`config.mk`:
```
export PLATFORM = sky130hd
export DESIGN_NAME = vec_scan_ctrl
export DESIGN_NICKNAME = d
export VERILOG_FILES = /design/src/rtl/vec_scan_pkg.sv /design/src/rtl/scan_counter.sv /design/src/rtl/vec_scan_ctrl.sv
export SDC_FILE = /design/constraint.sdc
export NUM_CORES = 1
export LEC_CHECK = 0
export BUFFER_PORTS_ARGS = -buffer_cell sky130_fd_sc_hd__buf_2
export CORE_MARGIN = 5
export CORE_UTILIZATION = 45
export DETAILED_ROUTE_END_ITERATION = 8
export PLACE_DENSITY = 0.7
export SLEW_MARGIN = 30
export SYNTH_ARGS = -nofsm -noshare
export SYNTH_HDL_FRONTEND = slang
export SYNTH_SLANG_ARGS = --single-unit
```
`constraint.sdc`:
```
create_clock -name clk -period 3.4 [get_ports clk]
set_input_delay 0 -clock clk [delete_from_list [all_inputs] [get_ports clk]]
set_output_delay 0 -clock clk [all_outputs]
set_load 0.02 [all_outputs]
```
`src/rtl/vec_scan_pkg.sv`:
```
// vec_scan_pkg
// Shared types for the vector scan controller:
//   mode_t     - data transform select (code 3 is reserved and behaves as plain)
//   state_t    - controller FSM states
//   clog2_min1 - index width helper that never returns 0, so a 1-deep
//                dimension still gets a 1-bit counter
package vec_scan_pkg;

    typedef enum logic [1:0] {
        MODE_PLAIN   = 2'd0,
        MODE_INV     = 2'd1,
        MODE_INV_OFS = 2'd2
    } mode_t;

    typedef enum logic [1:0] {
        S_IDLE = 2'd0,
        S_SCAN = 2'd1,
        S_DONE = 2'd2
    } state_t;

    function automatic int clog2_min1(input int n);
        return (n > 1) ? $clog2(n) : 1;
    endfunction

endpackage

```
`src/rtl/scan_counter.sv`:
```
// scan_counter
// Nested row/column counter that walks ROWS x COLS elements in row-major order.
// Ports:
//   clk, rst  - clock, asynchronous active-high reset
//   clear     - return to element 0 (has priority over advance)
//   advance   - step to the next element; ignored on the final element
//   row, col  - current position
//   index     - flat element index, row*COLS + col
//   last      - current position is the final element
module scan_counter import vec_scan_pkg::*; #(
    parameter int ROWS = 4,
    parameter int COLS = 8,
    localparam int RW = clog2_min1(ROWS),
    localparam int CW = clog2_min1(COLS),
    localparam int IW = clog2_min1(ROWS * COLS)
) (
    input  logic          clk,
    input  logic          rst,
    input  logic          clear,
    input  logic          advance,
    output logic [RW-1:0] row,
    output logic [CW-1:0] col,
    output logic [IW-1:0] index,
    output logic          last
);

    assign last = (row == RW'(ROWS - 1)) && (col == CW'(COLS - 1));

    // The flat index is kept in its own register rather than computed as
    // row*COLS+col, so out_index needs no multiplier and steps by one.
    always_ff @(posedge clk or posedge rst) begin
        if (rst) begin
            row   <= '0;
            col   <= '0;
            index <= '0;
        end else if (clear) begin
            row   <= '0;
            col   <= '0;
            index <= '0;
        end else if (advance && !last) begin
            index <= index + 1'b1;
            if (col == CW'(COLS - 1)) begin
                col <= '0;
                row <= row + 1'b1;
            end else begin
                col <= col + 1'b1;
            end
        end
    end

endmodule

```
`src/rtl/vec_scan_ctrl.sv`:
```
// vec_scan_ctrl
// Restartable scan engine: captures a ROWS*COLS-bit filter vector and emits one
// transformed element per accepted stream handshake, in row-major order.
// Ports:
//   clk, rst    - clock, asynchronous active-high reset
//   start       - begin a scan (only honoured in IDLE)
//   mode        - transform: 0 plain, 1 invert, 2 invert+offset, 3 as plain
//   offset      - addend for mode 2
//   vec         - element i is vec[i]; captured at start
//   busy        - controller not idle
//   out_valid / out_ready / out_index / out_data / out_last - element stream
//   done        - one-cycle pulse after the final handshake
//   dbg_state, dbg_row, dbg_col - FSM state and scan position for observation
//
// Stream handshake: an element transfers on a rising edge where out_valid and
// out_ready are both high. While out_valid is high and out_ready low, the
// element (out_index, out_data, out_last) holds stable. out_valid never
// depends on out_ready, and no output depends combinationally on any input.
module vec_scan_ctrl import vec_scan_pkg::*; #(
    parameter int ROWS = 4,
    parameter int COLS = 8,
    parameter int DW   = 8,
    localparam int N  = ROWS * COLS,
    localparam int IW = clog2_min1(N),
    localparam int RW = clog2_min1(ROWS),
    localparam int CW = clog2_min1(COLS)
) (
    input  logic          clk,
    input  logic          rst,
    input  logic          start,
    input  logic [1:0]    mode,
    input  logic [DW-1:0] offset,
    input  logic [N-1:0]  vec,
    output logic          busy,
    output logic          out_valid,
    input  logic          out_ready,
    output logic [IW-1:0] out_index,
    output logic [DW-1:0] out_data,
    output logic          out_last,
    output logic          done,
    output logic [1:0]    dbg_state,
    output logic [RW-1:0] dbg_row,
    output logic [CW-1:0] dbg_col
);

    state_t        state_q, state_d;
    logic [N-1:0]  vec_q;
    logic [1:0]    mode_q;
    logic [DW-1:0] offset_q;

    logic          start_acc;
    logic          hs;
    logic          cnt_clear;
    logic [RW-1:0] cnt_row;
    logic [CW-1:0] cnt_col;
    logic [IW-1:0] cnt_index;
    logic          cnt_last;
    logic [DW-1:0] elem_bit;
    logic [DW-1:0] xf_data;

    assign start_acc = (state_q == S_IDLE) && start;
    assign hs        = out_valid && out_ready;
    // Clearing on the final handshake leaves out_index at 0 while idle.
    assign cnt_clear = start_acc || (hs && cnt_last);

    scan_counter #(
        .ROWS (ROWS),
        .COLS (COLS)
    ) u_counter (
        .clk     (clk),
        .rst     (rst),
        .clear   (cnt_clear),
        .advance (hs),
        .row     (cnt_row),
        .col     (cnt_col),
        .index   (cnt_index),
        .last    (cnt_last)
    );

    // Capture registers: the scan runs on these, so input changes after
    // start cannot disturb it.
    always_ff @(posedge clk or posedge rst) begin
        if (rst) begin
            vec_q    <= '0;
            mode_q   <= '0;
            offset_q <= '0;
        end else if (start_acc) begin
            vec_q    <= vec;
            mode_q   <= mode;
            offset_q <= offset;
        end
    end

    // FSM: state register
    always_ff @(posedge clk or posedge rst) begin
        if (rst) begin
            state_q <= S_IDLE;
        end else begin
            state_q <= state_d;
        end
    end

    // FSM: next state
    always_comb begin
        state_d = state_q;
        case (state_q)
            S_IDLE:  if (start) state_d = S_SCAN;
            S_SCAN:  if (hs && cnt_last) state_d = S_DONE;
            S_DONE:  state_d = S_IDLE;
            default: state_d = S_IDLE;
        endcase
    end

    // Element transform; the addition wraps modulo 2^DW.
    always_comb begin
        elem_bit    = '0;
        elem_bit[0] = vec_q[cnt_index];
        case (mode_q)
            MODE_INV:     xf_data = ~elem_bit;
            MODE_INV_OFS: xf_data = ~elem_bit + offset_q;
            default:      xf_data = elem_bit;
        endcase
    end

    // FSM: outputs, decoded from registered state and counter only
    always_comb begin
        busy      = (state_q != S_IDLE);
        out_valid = (state_q == S_SCAN);
        done      = (state_q == S_DONE);
        out_last  = (state_q == S_SCAN) && cnt_last;
        out_data  = (state_q == S_SCAN) ? xf_data : '0;
    end

    assign out_index = cnt_index;
    assign dbg_state = state_q;
    assign dbg_row   = cnt_row;
    assign dbg_col   = cnt_col;

endmodule

```
==> out/metrics.csv, run 1 <==
metric;value;unit
max_stage_delay;470;ps
sw_frac_of_total;36.9;%
crit_end;out_data[7];
crit_buf_inv;1;
drive_gt1_share;34.4;%
num_rows;28;
firstDrtPassIters;4;
io_buffers;69;
antenna_cells;0;
synthAdderAreaFrac;3.66;%
yosysTopAreaCellShare;49.5;%
seq_power_share;41.9;%
start_util;46.2;%
finalHoldViolCount;0;
max_freq;0.340;GHz
switchingPower;0.920;mW
r2r_cells;4;
cts_tree;yes;
drt_iter0_drc;113;
ys.warnings.count;0;
ys_types;38;
finalSetupViolations;0;
crit_path_frequent_cell;nor3_1;
power;2.49;mW
synth_top_family_by_area;multiplexers;
final_net_count;402;
final_cell_mix;buf_2 (69), dfrtp_1 (54), dlygate4sd3_1 (43);
skew;6.88;ps
cp_slowest_cell;dfrtp_1;
end_kind;output pin;
drc_errors;0;
required;3400;ps
cts_setup_buffers;0;
timing.critical_path.from;u_counter.index[2];
fp.dieH;87.9;um
ys_ff_latch;54;
synthXorXnorAreaFrac;1.92;%
path_cells;and2_1 > a22oi_1 > and3_1 > a31oi_2 > and3_4 > ha_1 > nor3_1 > nand2_1 > nor3_1 > xor2_1 > a21oi_1 > nor2_1 > buf_2;
status;completed;
dp_slack;830;ps
wl_per_cell;14.5;um
cts_resized;0;
worstPathMaxFanout;9;
clockBufferDepth;2;
final_common_cell;buf_2;
core_area;5920;um2
grt_pass1_vias;2147;
netlist_area;2730;um2
post-synth-top-area-cell;dfrtp_1;
dpl_cell_area;3150;um2
synth_cells;236;
dp.cells;373;
die_area;7730;um2
cts_max_level;2;
worstMarginPinSlew;650;ps
drt_wl_total;6.13;mm
fin_area;3670;um2
synthToLayoutAreaGrowth;34.2;%
relSlewSlack;56.7;%
synthSimpleGateAreaFrac;10.0;%
ir_drop;384;uV
final-seq-area;1350;um2
antenna_found_initial;0;
chipWidth;87.9;um
grt_pass1_wl;9.96;mm
rrSetupSlack;1610;ps
p_leak;1.72;nW
synth_area_leaders;dfrtp_1 (49%), mux2_2 (14%), mux2i_1 (5.9%), ha_1 (3.7%), a21oi_1 (3.1%);
ys_seq_area_share;49.5;%
crit_arrival;2940;ps
gp_congestion;0.759;
synth_ff_type;dfrtp_1;
cp.depth;13;
drv_slew;0;
multi_input_area;1290;um2
viasPerCell;5.08;
worst_slack;457;ps
power_frac_clock;14.7;%
overflow;0;
combPwrFrac;43.5;%
fin_util;61.9;%
fillers;489;
grt_usage;16.4;%
worstReg2RegStart;dbg_state[1];
crit_type;reg2out;
r2r_end;vec_q[6];
clkTransAtPathRegs;90;ps
grt_max_degree;55;
muxShareOfSynthArea;21.9;%
postSynthAreaPerCell;11.6;um2
clkLatencyLatePin;300;ps
clock_sinks;54;
final.min_clock_period;2940;ps
tns;0;ps
clockRootBuffer;clkbuf_8;
cpLargestDelayFamily;simple AND/OR/NAND/NOR gates;
vias;2154;
worst_hold_slack;32.4;ps
syn_nets;290;
cts_buffers;5;
p_int;1.57;mW
start_kind;flop;
synth_compound_area_share;9.29;%
drv_cap;0;
timing.final.crit_share;86.6;%
synth-async-reset-ratio;100;%
ant_nets;0;
io_pins;70;
hpwl;4.27;mm
synth_edf_count;0;
grt_setup_unrepaired;false;
stdcell_count;424;
power_density;679;nW/um2
hold_class;in2reg;
[synthesized netlist by cell type (all sizes together) (3+ instances only)]
cell,number
a22o,3
dfrtp,54
a21oi,17
inv,8
a22oi,4
xor2,4
ha,8
mux2i,16
nor2,16
mux2,39
o21ai,9
nand3,4
nor3,4
nand2,14
nand2b,4
buf,8
[kinds of logic (layout without fill, tap and decap cells)]
group / count (synthesis) / in the layout
compound gates: 40 / 40
xor+xnor: 6 / 6
fa+ha+maj: 8 / 8
buf+inv: 18 / 131
flops: 54 / 54
mux: 55 / 55
simple gates: 55 / 55
[worst min-delay path, cell delays in order]
cell and delay [ps]:
buf_2 120, nand3_1 80, a21o_1 110
[power groups by stage]
stage                     clock [mW]  combinational, mW  sequential [mW]
final                          0.365               1.08             1.04
after global routing           0.407               1.19             1.08
after CTS                      0.378               1.09             1.04
after detailed placement           0               1.05             1.06
after global placement             0               1.02             1.05
after floorplan                    0              0.768             1.06
[worst min path at each step]
stage          startpoint          endpoint  slack [ps]  cells after the start
2_1_floorplan     mode[0]         mode_q[0]         120                      2
3_3_place_gp      mode[0]         mode_q[0]         220                      3
3_5_place_dp          rst  u_counter.row[0]         140                      2
4_1_cts         out_ready      dbg_state[0]          20                      3
5_1_grt         out_ready      dbg_state[0]          40                      3
6_report        out_ready      dbg_state[0]          30                      3
[flip-flops by register name (all words and copies together) (netlist names)]
name and count:
mode_q 2, u_counter.col 3, u_counter.row 2, u_counter.index 5, offset_q 8, dbg_state 2
vec_q 32
[area by class of cell]
| type | count | share of cell area [%] |
|---|---|---|
| Multi-Input combinational cell | 164 | 35.1 |
| Tap cell | 75 | 2.56 |
| Inverter | 8 | 0.887 |
| Sequential cell | 54 | 36.8 |
| Timing Repair Buffer | 115 | 22.1 |
| Clock buffer | 7 | 2.35 |
| Clock inverter | 1 | 0.136 |
[timing repair]
item	4_1_cts	5_1_grt
setup endpoints to repair	0	0
hold endpoints to repair	96	0
hold buffers	43	0
[routing by layer]
layer	track usage, %	routed length [um]	up-vias
met2	26.6	2740	69
met5	0	0	-
li1	-	-	1058
met3	4.61	472	5
met4	4.04	45	0
met1	21.8	2870	1022
(Power assumes the default switching activity.)
==> run 2: changes to the inputs <==
RECOVER_POWER = 25   (was unset)
==> run 2 against run 1 <==
- the run now ends with max-capacitance violations, max-slew violations left
- clock power hardly changed
- non-clock buffer count stayed put
- wire length hardly changed
- worst setup slack hardly changed
- global-route usage stayed put
- critical endpoint unchanged
- highest routed layer unchanged
==> out/metrics.csv, run 2 (synthesis results as in run 1) <==
metric;value;unit
worst_hold_slack;32.5;ps
skew;6.92;ps
multi_input_area;1290;um2
fillers;490;
top_regs;vec_q x32, offset_q x8, u_counter.index x5;
largest_reg_flops;32;
final-seq-area;1350;um2
wl_met3;468;um
rrSetupSlack;1610;ps
end_kind;output pin;
fin_util;61.9;%
clkLatencyLatePin;300;ps
synthToLayoutAreaGrowth;34.2;%
cpLargestDelayFamily;simple AND/OR/NAND/NOR gates;
clockRootBuffer;clkbuf_8;
tns;0;ps
io_pins;70;
drt_wl_total;6.13;mm
overflow;0;
stdcell_count;424;
fp.dieH;87.9;um
gp_congestion;0.759;
hpwl;4.27;mm
crit_type;reg2out;
final_cell_mix;buf_2 (69), dfrtp_1 (54), dlygate4sd3_1 (43);
power_density;679;nW/um2
drt_iter0_drc;113;
grt_pass1_wl;9.96;mm
drive_gt1_share;34.4;%
dp.cells;373;
clkTransAtPathRegs;90;ps
ant_nets;0;
power;2.49;mW
timing.final.crit_share;86.6;%
cts_buffers;5;
required;3400;ps
antenna_cells;0;
die_area;7730;um2
viasPerCell;5.07;
cp_slowest_cell;dfrtp_1;
final_common_cell;buf_2;
crit_arrival;2940;ps
relSlewSlack;-55.1;%
grt_usage;16.4;%
final.min_clock_period;2940;ps
antenna_found_initial;0;
drc_errors;0;
status;finished, violations left;
io_buffers;69;
ir_drop;385;uV
finalHoldViolCount;0;
crit_buf_inv;1;
drv_slew;55;
grt_setup_unrepaired;false;
grt_max_degree;55;
cts_tree;yes;
cts_resized;0;
firstDrtPassIters;4;
hold_class;in2reg;
wl_met2;2.74;mm
start_util;46.2;%
clockBufferDepth;2;
max_stage_delay;470;ps
top_register;vec_q;
met1_length;2.87;mm
wl_per_cell;14.4;um
chipWidth;87.9;um
finalSetupViolations;0;
drv_cap;1;
vias;2151;
p_leak;1.71;nW
num_rows;28;
violations;max-capacitance violations, max-slew violations;
start_kind;flop;
path_cells;and2_1 > a22oi_1 > and3_1 > a31oi_2 > and3_4 > ha_1 > nor3_1 > nand2_1 > nor3_1 > xor2_1 > a21oi_1 > nor2_1 > buf_2;
worstMarginPinSlew;2310;ps
final_net_count;402;
top_layer_used;met4;
clock_sinks;54;
cts_max_level;2;
grt_pass1_vias;2147;
crit_path_frequent_cell;nor3_1;
max_freq;0.340;GHz
worstPathMaxFanout;9;
core_area;5920;um2
[run 2: cell types whose count changed in the layout (fill, tap and decap cells not counted)]
cell / before / now
clkinvlp_2: 0 / 1
inv_4: 1 / 0
[run 2: timing repair]
action | CTS | global route
hold endpoints to repair | 96 | 0
buffers inserted | 0 | 0
hold buffers | 43 | 0
[run 2: cell type report]
| class | count | area share (%) |
|---|---|---|
| sequential | 54 | 36.9 |
| multi-input combinational | 164 | 35.1 |
| timing repair buffer | 115 | 22.1 |
| tap | 75 | 2.56 |
| clock buffer | 7 | 2.35 |
| inverter | 8 | 0.853 |
| clock inverter | 1 | 0.137 |
[run 2: routing by layer]
layer	GRT usage [%]	vias to the layer above
li1	-	1058
met1	21.8	1021
met2	26.6	67
met3	4.61	5
met4	4.04	0
met5	0	-
[run 2: where the power goes]
group          internal, mW  total [mW]  switching (mW)
logic                 0.533        1.08           0.550
registers             0.874        1.04           0.169
clock network         0.165       0.365           0.200
total                  1.57        2.49           0.920
[run 2: final timing paths]
kind,depth (start not counted),startpoint,to
max in group asynchronous,3,rst,vec_q[25]
setup / recovery,13,u_counter.index[2],out_data[7]
min in group asynchronous,3,rst,u_counter.col[2]
hold / removal,3,out_ready,dbg_state[0]
setup reg to reg,4,dbg_state[1],vec_q[6]
hold reg to reg,1,vec_q[18],vec_q[18]
[run 2: worst register-to-register path, delay by kind of cell, from the launching register on]
kind                   cells  cell delay [ps]
AND/OR/NAND/NOR            2              600
multiplexers               1              390
buffers and inverters      1              280
flip-flops                 1              410
[run 2: metrics by stage]
step           area (um2)  worst slack (ps)
2_1_floorplan        2730               790
3_3_place_gp         3140               865
3_5_place_dp         3150               830
4_1_cts              3670               447
5_1_grt              3670               118
6_report             3670               457
==> run 3: changes to the inputs <==
CORE_ASPECT_RATIO = 2   (was unset)
==> run 3 against run 2 <==
- the flow still finishes with violations (max-capacitance violations, max-slew violations)
- clock-buffer cell count did not move
- sequential power hardly changed
- via count is 2.2% lower
- power increased by 4.2%
- worst hold slack hardly changed
- non-clock buffer count is 1 higher
- flip-flop and latch count stayed put
- critical path type unchanged
- largest cell class unchanged
- largest power group unchanged
==> out/metrics.csv, run 3 (synthesis results as in run 1) <==
metric;value;unit
dp_slack;777;ps
use_met3;3.16;%
r2r_end;offset_q[3];
worst_slack;434;ps
crit_type;reg2out;
worstReg2RegStart;dbg_state[1];
stdcell_count;412;
tns;0;ps
rrSetupSlack;1500;ps
antenna_found_initial;0;
io_buffers;69;
start_util;45.9;%
finalHoldViolCount;0;
fillers;502;
antenna_cells;0;
cts_resized;0;
violations;max-capacitance violations, max-slew violations;
grt_pass1_vias;2150;
drv_slew;55;
clockBufferDepth;2;
largest_reg_flops;32;
max_stage_delay;380;ps
path_cells;buf_4 > mux2i_1 > a22oi_1 > and3_1 > a31oi_2 > and3_4 > ha_1 > nor3_1 > nand2_1 > nor3_1 > xor2_1 > a21oi_1 > nor2_1 > buf_2;
top_register;vec_q;
top_usage_layer;met2;
cts_max_level;2;
final_common_cell;buf_2;
final_cell_mix;buf_2 (62), dfrtp_1 (54), dlygate4sd3_1 (43);
overflow;0;
timing.final.crit_share;87.2;%
skew;5.69;ps
grt_pass1_wl;10.1;mm
max_freq;0.337;GHz
hp-start;out_ready;
power;2.60;mW
num_rows;40;
end_kind;output pin;
start_kind;flop;
drc_errors;0;
core_area;5960;um2
hold_depth;3;
grt_setup_unrepaired;false;
clockRootBuffer;clkbuf_16;
multi_input_area;1290;um2
drt_wl_total;6.32;mm
drt_iter0_drc;73;
required;3400;ps
worst_hold_slack;32.5;ps
cts_tree;yes;
fp.dieH;120;um
hold_path_end;dbg_state[0];
cts_buffers;5;
drive_gt1_share;31.8;%
vias;2104;
grt_usage;16.9;%
cp_slowest_cell;dfrtp_1;
io_pins;70;
hold_class;in2reg;
clkLatencyLatePin;290;ps
worstMarginPinSlew;2040;ps
cts_setup_buffers;0;
r2r_cells;4;
use_met1;18.9;%
p_leak;1.71;nW
clock_sinks;54;
grt_use_met2;30.5;%
top_regs;vec_q x32, offset_q x8, u_counter.index x5;
final.min_clock_period;2970;ps
wl_per_cell;15.3;um
status;finished, violations left;
gp_congestion;0.864;
hpwl;4.44;mm
firstDrtPassIters;4;
worstPathMaxFanout;13;
crit_arrival;2970;ps
final_net_count;403;
drv_cap;1;
viasPerCell;5.11;
synthToLayoutAreaGrowth;34.6;%
hold_buffers;43;
dp.cells;362;
die_area;7830;um2
finalSetupViolations;0;
crit_path_frequent_cell;nor3_1;
clkTransAtPathRegs;70;ps
chipWidth;65.1;um
final-seq-area;1350;um2
relSlewSlack;-36.3;%
power_density;706;nW/um2
ant_nets;0;
grt_max_degree;55;
ir_drop;513;uV
==> run 3: cell count changes in the layout (fill, tap and decap cells not counted), sizes merged <==
cell / before / now
clkinvlp: 1 / 0
buf: 72 / 66
inv: 7 / 8
clkinv: 1 / 0
clkbuf: 7 / 14
==> run 3: layout make-up <==
cell class                 instances  area share, %
sequential                        54           36.7
multi-input combinational        164           35.0
timing repair buffer             116           21.7
clock buffer                       7           3.61
tap                               63           2.14
inverter                           8          0.817
==> run 3: how the worst max path moves through the flow <==
stage | start | endpoint | slack, ps
global route | u_counter.index[0] | out_data[7] | 140
CTS | u_counter.index[0] | out_data[7] | 450
floorplan | u_counter.index[2] | out_data[7] | 790
finish | u_counter.index[0] | out_data[7] | 430
detailed placement | u_counter.index[0] | out_data[7] | 780
global placement | u_counter.index[2] | out_data[7] | 830
==> run 3: layer usage <==
layer,vias to the layer above,routed length [um]
li1,1055,-
met1,988,2510
met2,51,3400
met3,10,272
met4,0,133
met5,-,0
==> run 3: critical path: cells and delay by family, from the launching register on <==
| kind | cells | cell delay [ps] |
|---|---|---|
| AOI/OAI and AO/OA | 3 | 310 |
| adders and majority gates | 1 | 190 |
| xor gates and xnor gates | 1 | 180 |
| DFF | 1 | 380 |
| and+or+nand+nor | 6 | 1110 |
| muxes | 1 | 140 |
| buffers and inverters | 2 | 370 |
==> run 3: power breakdown <==
group | switching, mW | total, mW | internal (mW)
clock | 0.209 | 0.478 | 0.270
combinational | 0.547 | 1.07 | 0.525
sequential | 0.170 | 1.05 | 0.875
total | 0.926 | 2.60 | 1.67
==> run 3: per-stage QoR <==
step,instance area (um2),utilization (%)
final,3680,61.7
after global routing,3680,61.7
after CTS,3690,61.9
after detailed placement,3130,52.5
after global placement,3120,52.4
after floorplan,2730,-
